$ cat config.mk
export PLATFORM = sky130hd
export DESIGN_NAME = pipe_hazard_sched
export DESIGN_NICKNAME = d
export VERILOG_FILES = /design/src/rtl/pipe_hazard_sched.sv
export SDC_FILE = /design/constraint.sdc
export NUM_CORES = 1
export LEC_CHECK = 0
export CORE_ASPECT_RATIO = 1.1
export CORE_MARGIN = 1
export CORE_UTILIZATION = 41
export CTS_BUF_LIST = sky130_fd_sc_hd__clkbuf_4 sky130_fd_sc_hd__clkbuf_8
export DETAILED_ROUTE_END_ITERATION = 12
export GPL_TIMING_DRIVEN = 1
export PLACE_DENSITY = 0.82
export SYNTH_ARGS = -nofsm -noshare
export SYNTH_HDL_FRONTEND = slang
export SYNTH_SLANG_ARGS = --single-unit
$ cat constraint.sdc
create_clock -name clk -period 2.5 [get_ports clk]
set_clock_uncertainty 0.05 [all_clocks]
set_input_delay 0.5 -clock clk [delete_from_list [all_inputs] [get_ports clk]]
set_output_delay 0.5 -clock clk [all_outputs]
set_load 0.01 [all_outputs]
$ cat src/rtl/pipe_hazard_sched.sv
// Stall/flush/exception sequencer for the five-stage pipeline.
// Drives the F/D, PC and D/E register controls and owns the MDU busy timer.
// Exception entry outranks a data/MDU stall, which outranks eret.
module pipe_hazard_sched #(
    parameter int unsigned MULT_CYC = 5,
    parameter int unsigned DIV_CYC  = 10,
    parameter logic [31:0] EXC_VEC  = 32'h0000_4180
) (
    input  logic        clk,
    input  logic        reset,
    input  logic        stall_data,
    input  logic        D_is_md,
    input  logic        D_eret,
    input  logic        E_md_start,
    input  logic        E_md_div,
    input  logic        exc_req,
    output logic        pc_wren,
    output logic        fd_wren,
    output logic        fd_flush,
    output logic        req,
    output logic        de_clear,
    output logic        md_busy,
    output logic        pc_sel_eret,
    output logic [31:0] pc_next_exc,
    output logic [7:0]  exc_count
);

    localparam logic [1:0] RUN  = 2'd0;
    localparam logic [1:0] EXC  = 2'd1;
    localparam logic [1:0] ERET = 2'd2;

    localparam logic [3:0] MULT_LOAD = 4'(MULT_CYC);
    localparam logic [3:0] DIV_LOAD  = 4'(DIV_CYC);

    logic [1:0] state_q, state_d;
    logic [3:0] md_cnt_q, md_cnt_d;
    logic [7:0] exc_cnt_q, exc_cnt_d;
    logic       req_acc;
    logic       md_start_acc;
    logic       stall;

    assign pc_next_exc = EXC_VEC;

    // Request acceptance: exc_req is masked for the one cycle after entry.
    always_comb begin
        req_acc      = ~reset & exc_req & (state_q != EXC);
        // A start alongside req belongs to the instruction being killed.
        md_start_acc = ~reset & E_md_start & ~req_acc;
        md_busy      = ~reset & ((md_cnt_q != 4'd0) | md_start_acc);
        stall        = stall_data | (D_is_md & md_busy);
        exc_count    = reset ? 8'd0 : exc_cnt_q;
    end

    // MDU timer and saturating exception counter next state.
    always_comb begin
        md_cnt_d  = md_cnt_q;
        exc_cnt_d = exc_cnt_q;
        if (md_start_acc) begin
            md_cnt_d = E_md_div ? DIV_LOAD : MULT_LOAD;
        end else if (md_cnt_q != 4'd0) begin
            md_cnt_d = md_cnt_q - 4'd1;
        end
        if (req_acc && exc_cnt_q != 8'hff) begin
            exc_cnt_d = exc_cnt_q + 8'd1;
        end
    end

    // Prioritised pipeline controls and FSM next state.
    always_comb begin
        pc_wren     = 1'b0;
        fd_wren     = 1'b0;
        fd_flush    = 1'b0;
        req         = 1'b0;
        de_clear    = 1'b0;
        pc_sel_eret = 1'b0;
        state_d     = RUN;
        if (reset) begin
            state_d = RUN;
        end else if (req_acc) begin
            req     = 1'b1;
            pc_wren = 1'b1;
            state_d = EXC;
        end else if (stall) begin
            // RUN holds; EXC and ERET are single-cycle and fall back to RUN.
            de_clear = 1'b1;
            state_d  = RUN;
        end else if (D_eret && state_q != ERET) begin
            // In ERET, D holds the flushed delay slot, so its eret is stale.
            pc_sel_eret = 1'b1;
            pc_wren     = 1'b1;
            fd_wren     = 1'b1;
            fd_flush    = 1'b1;
            state_d     = ERET;
        end else begin
            pc_wren = 1'b1;
            fd_wren = 1'b1;
        end
    end

    // State registers with synchronous reset.
    always_ff @(posedge clk) begin
        if (reset) begin
            state_q   <= RUN;
            md_cnt_q  <= 4'd0;
            exc_cnt_q <= 8'd0;
        end else begin
            state_q   <= state_d;
            md_cnt_q  <= md_cnt_d;
            exc_cnt_q <= exc_cnt_d;
        end
    end

endmodule

==> flow_summary.yaml, run 1 <==
status:
  status: "finished, final reports clean"
yosys:
  synth_most_common_cell: "buf_4"
  synth_top_area_share_pct: 26.1
  synth_ff_type: "dfxtp_1"
  synth_commonest_cells: "33 x buf_4, 14 x dfxtp_1, 8 x nor2_1, 8 x nor2b_1, 7 x inv_1"
  synth_area_leaders: "dfxtp_1 26%, buf_4 23%, nor2b_1 4.7%"
  synth_top_cell_by_area: "dfxtp_1"
  synth_edf_count: 0
  ys_types: 36
  synthArstFlopShare_pct: 0
  ys_seq_area_share_pct: 26.1
  netlist_area_um2: 1070
  syn_area_per_cell_um2: 8.01
  postSynthCellCount: 134
  yosys_warnings: 0
  ys_seq_elements: 14
cells_and_area:
  nNetsFinal: 179
  n_antenna_cell: 0
  fillers: 243
  layout-drive-gt1-share_pct: 20.4
  fin_util_pct: 52.7
  final-instance-count-excl-fill: 198
  area_delta_synth_final_pct: 22.6
timing:
  setup_violations: 0
  hold_viol: 0
  min_period_ns: 2.44
  fin_crit_sh_pct: 97.6
  totalNegativeSetupSlack_ns: 0
  clock.fmax_ghz: 0.410
  fin_hold_ws_ns: 0.437
  rsz0062_at_grt: "true"
  drv_slew: 0
hold_path:
  hold_class: "flip-flop to flip-flop"
  min_from: "exc_cnt_q[6]"
worst_setup_path:
  required_ns: 1.95
  critical_path.max_fanout: 5
  startpoint: "md_cnt_q[0]"
  crit_path_start_kind: "flip-flop"
  reg2reg_slack_ns: 0.90
  critPathCaptureType: "output pin"
  arrival_ns: 1.89
  reg2reg_from: "exc_cnt_q[0]"
  critPathKind: "flip-flop to output pin"
clock_tree:
  cts_tree: "done"
  cts.sinks: 14
  cts-htree-levels: 1
  cts_buffer_depth: 2
  cts_hold_buf: 0
  cts_root_buffer: "clkbuf_4"
  cts.clk_slew.worst_paths_ns: 0.09
  cts_buffers: 3
  clk_latency_ns: 0.28
drt:
  wl_met1_um: 883
  firstDrtPassIters: 4
  ant_nets: 0
  drc_errors: 0
  drt_iter0_markers: 26
  route.met2.wl_mm: 1.01
  wl_per_cell_um: 10.2
  via_per_inst: 4.63
  vias: 916
  drt-total-wl_mm: 2.02
  wl_met3_um: 96
  highest_layer: "met4"
die:
  core_area_um2: 2500
  start_util_pct: 43.0
  die-area_um2: 2830
  rows: 19
  die_h_um: 55.7
  die_w_um: 50.8
  io_pins: 55
pwr:
  powerDensity_nw_per_um2: 626
  leakage_nw: 0.615
  peakVddDrop_v: 0.000450
  total_power_mw: 0.824
global_route:
  grt_overflow: 0
  antenna_found_initial: 0
  grt_pass1_wl_mm: 3.37
  grt_max_degree: 14
  first_global_vias: 794
  grt_use_total_pct: 15.6
placed_design:
  port_buffers: 22
  gp_congestion: 0.744
  hpwl_mm: 1.56
  dp.cells: 193
flow_run:
  maxCapViolCount: 0
## cell families (layout without fill, tap and decap cells)
group	after synthesis	in the layout	share of synthesized area, %
adders and majority gates	3	3	3.50
muxes	3	3	3.15
DFF	14	14	26.1
other	2	32	0.700
buffers and inverters	44	47	27.2
xor gates and xnor gates	3	3	2.45
and+or+nand+nor	41	41	21.1
AOI/OAI and AO/OA	24	24	15.9
## cell usage in the layout, fill, tap and decap left out, drive strengths merged, types with 2 or more instances in the layout
master and count:
a21oi 7, and3 2, buf 16, clkbuf 7, clkdlybuf4s50 14, conb 32
dfxtp 14, dlygate4sd2 2, ha 3, inv 7, mux2 3, nand2 6
nand2b 2, nand3 2, nand4 2, nor2 9, nor2b 8, nor3 2
o2111a 2, o21ai 3, o31ai 6, o41ai 2, or3 2, xnor2 2
## per-stage QoR
stage / worst slack [ns] / cell area [um2]
3_5_place_dp: -0.111 / 1280
5_1_grt: -0.0261 / 1320
6_report: 0.0606 / 1320
3_3_place_gp: -0.122 / 1280
2_1_floorplan: 0.305 / 1190
4_1_cts: 0.00431 / 1300
## power by group
part	internal [mW]	switching, mW
sequential	0.254	0.0230
clock	0.0887	0.0791
combinational	0.205	0.174
total	0.548	0.276
## critical path, cell delays in order, from the launching register on
cell and delay [ns]:
dfxtp_2 0.33, inv_2 0.07, ha_4 0.13, or3b_4 0.38, o21a_1 0.22, nor2_4 0.15, o2111a_1 0.19, buf_2 0.13
## final timing paths
| path | endpoint | depth (start not counted) |
|---|---|---|
| worst max-delay path | pc_sel_eret | 7 |
| worst min-delay path | exc_cnt_q[6] | 1 |
| worst max register to register | exc_cnt_q[4] | 6 |
| worst min register to register | exc_cnt_q[6] | 1 |
## registers in the layout, summed over array words and instances, names as in the netlist
name,flops
state_q,2
md_cnt_q,4
exc_cnt_q,8
## area by class of cell
class	count	area (um2)	share of cell area [%]
clock buffers	4	36.3	2.76
inverters	7	26.3	2.00
multi-input cells	106	632	48.0
flip-flops and latches	14	283	21.5
well taps	31	38.8	2.95
repair buffers	36	300	22.8
## layer usage
metal,track usage (%),vias up
met1,18.9,423
met2,26.1,31
met5,0,-
met4,7.14,0
met3,3.28,5
li1,-,457
## timing repair
action	4_1_cts	5_1_grt
pin swaps	0	3
buffers inserted	0	1
resized for setup	15	12
endpoints found under the setup margin	10	6
No activity file was read; power rests on OpenSTA's default activity.
==> inputs of run 2 (changes only) <==
--- a/config.mk
+++ b/config.mk
@@ -7,11 +7,10 @@
 export LEC_CHECK = 0
 export CORE_ASPECT_RATIO = 1.1
 export CORE_MARGIN = 1
-export CORE_UTILIZATION = 41
-export CTS_BUF_LIST = sky130_fd_sc_hd__clkbuf_4 sky130_fd_sc_hd__clkbuf_8
+export CORE_UTILIZATION = 39
 export DETAILED_ROUTE_END_ITERATION = 12
 export GPL_TIMING_DRIVEN = 1
-export PLACE_DENSITY = 0.82
+export PLACE_DENSITY = 0.79
 export SYNTH_ARGS = -nofsm -noshare
 export SYNTH_HDL_FRONTEND = slang
 export SYNTH_SLANG_ARGS = --single-unit
==> run 2 against run 1 <==
  * Worst hold slack got worse by 0.0051 ns
  * Via count increased by 0.11%
  * Critical path depth is the same
  * Design area shrank 0.38%
  * Sequential power about the same
  * Clock-buffer cell count did not move
  * Core utilization shrank 1.2 points
  * Register-to-register slack lost 0.16 ns
  * Critical path type unchanged
  * Global-route usage down 0.70 points
  * Clock power hardly changed
  * Maximum frequency is 0.27% lower
  * Setup slack worse by 0.0065 ns
==> flow_summary.yaml, run 2 (synthesis gave the netlist of run 1 again) <==
status:
  status: "finished, final reports clean"
clock_tree:
  cts_buffers: 3
  cts.sinks: 14
  cts_root_buffer: "clkbuf_4"
  cts.clk_slew.worst_paths_ns: 0.09
  cts-htree-levels: 1
  cts_buffer_depth: 2
  clk_latency_ns: 0.29
  cts_tree: "done"
placed_design:
  port_buffers: 22
  hpwl_mm: 1.50
  gp_congestion: 0.770
die:
  rows: 19
  die-area_um2: 2970
  die_w_um: 52.0
  die_h_um: 57.0
  io_pins: 55
  start_util_pct: 42.2
  core_area_um2: 2540
worst_setup_path:
  required_ns: 1.95
  critical_path.max_fanout: 5
  arrival_ns: 1.90
  critPathCaptureType: "output pin"
  crit_path_start_kind: "flip-flop"
  critPathKind: "flip-flop to output pin"
cells_and_area:
  area_delta_synth_final_pct: 22.1
  largest_register_ffs: 8
  nNetsFinal: 177
  final_cell_mix: "32 x conb_1, 12 x dfxtp_1, 11 x buf_4, 10 x clkdlybuf4s50_1"
  layout-drive-gt1-share_pct: 19.4
  largest_register: "exc_cnt_q"
  reg_top3: "exc_cnt_q (8), md_cnt_q (4), state_q (2)"
  mostFrequentLayoutCell: "conb_1"
  n_antenna_cell: 0
  fin_util_pct: 51.5
pwr:
  pwr-share-seq_pct: 33.8
  peakVddDrop_v: 0.000399
  p_sw_mw: 0.275
  power_frac_comb_pct: 45.6
  leakage_nw: 0.677
  switching_share_pct: 33.5
  clkPwrFrac_pct: 20.6
  p_int_mw: 0.545
  powerDensity_nw_per_um2: 625
timing:
  fin_crit_sh_pct: 97.8
  fin_hold_ws_ns: 0.432
  worst_pin_slew_ns: 0.669
  min_period_ns: 2.45
  slew_headroom_pct: 55.2
  rsz0062_at_grt: "true"
  hold_viol: 0
  setup_violations: 0
  clock.fmax_ghz: 0.409
  drv_slew: 0
drt:
  drc_errors: 0
  wl_per_cell_um: 10.4
  drt-total-wl_mm: 2.04
  drt_iter0_markers: 13
  via_per_inst: 4.68
  vias: 917
  firstDrtPassIters: 4
  ant_nets: 0
global_route:
  grt_max_degree: 19
  first_global_vias: 844
  antenna_found_initial: 0
  grt_use_total_pct: 14.9
  grt_overflow: 0
  grt_pass1_wl_mm: 3.37
flow_run:
  maxCapViolCount: 0
hold_path:
  hold_class: "flip-flop to flip-flop"
## run 2: path summary, 6_finish.rpt
path | from | endpoint | slack (ns) | cells past startpoint
setup / recovery | md_cnt_q[1] | pc_sel_eret | 0.05 | 7
hold / removal | exc_cnt_q[6] | exc_cnt_q[6] | 0.43 | 1
setup reg to reg | exc_cnt_q[0] | exc_cnt_q[5] | 0.74 | 5
hold reg to reg | exc_cnt_q[6] | exc_cnt_q[6] | 0.43 | 1
## run 2: power groups by stage
stage / logic, mW / clock network [mW] / registers (mW)
after floorplan: 0.267 / 0 / 0.273
after global placement: 0.341 / 0 / 0.275
after detailed placement: 0.350 / 0 / 0.277
after CTS: 0.350 / 0.174 / 0.272
after global routing: 0.417 / 0.182 / 0.282
final: 0.374 / 0.169 / 0.277
## run 2: cell type report
cell class	count	area (um2)
multi-input cells	106	632
clock buffers	4	36.3
flip-flops and latches	14	283
fillers	245	1230
inverters	7	26.3
repair buffers	34	295
well taps	31	38.8
## run 2: repair_timing
action,in CTS,in global routing
cloned,0,0
buffers inserted,0,1
gates resized for setup,19,15
pin swaps,1,2
endpoints found under the setup margin,8,9
hold buffers,0,0
## run 2: layer usage
metal | wire (um) | track usage, % | part of all wire (%)
met1 | 848 | 17.1 | 42
met2 | 1060 | 25.1 | 52
met3 | 88 | 1.60 | 4.3
met4 | 44 | 10.8 | 2.2
met5 | 0 | 0 | 0
## run 2: through the flow
| step | TNS (ns) | total power [mW] | cells | area (um2) | setup slack, ns |
|---|---|---|---|---|---|
| final | 0 | 0.820 | 196 | 1310 | 0.0540 |
| after global routing | -0.0626 | 0.881 | 196 | 1310 | -0.0329 |
| after CTS | -0.00423 | 0.796 | 195 | 1290 | -0.00423 |
| after detailed placement | -0.451 | 0.627 | 191 | 1260 | -0.133 |
| after global placement | -0.450 | 0.616 | 191 | 1260 | -0.125 |
| after floorplan | 0 | 0.540 | 164 | 1190 | 0.305 |
## run 2: worst max-delay path, cell delays in order (launching register included)
cell and delay, ns:
dfxtp_2 0.34, inv_2 0.07, ha_4 0.12, or3b_4 0.37, o21a_1 0.22, nor2_4 0.15, o2111a_1 0.20, buf_2 0.13
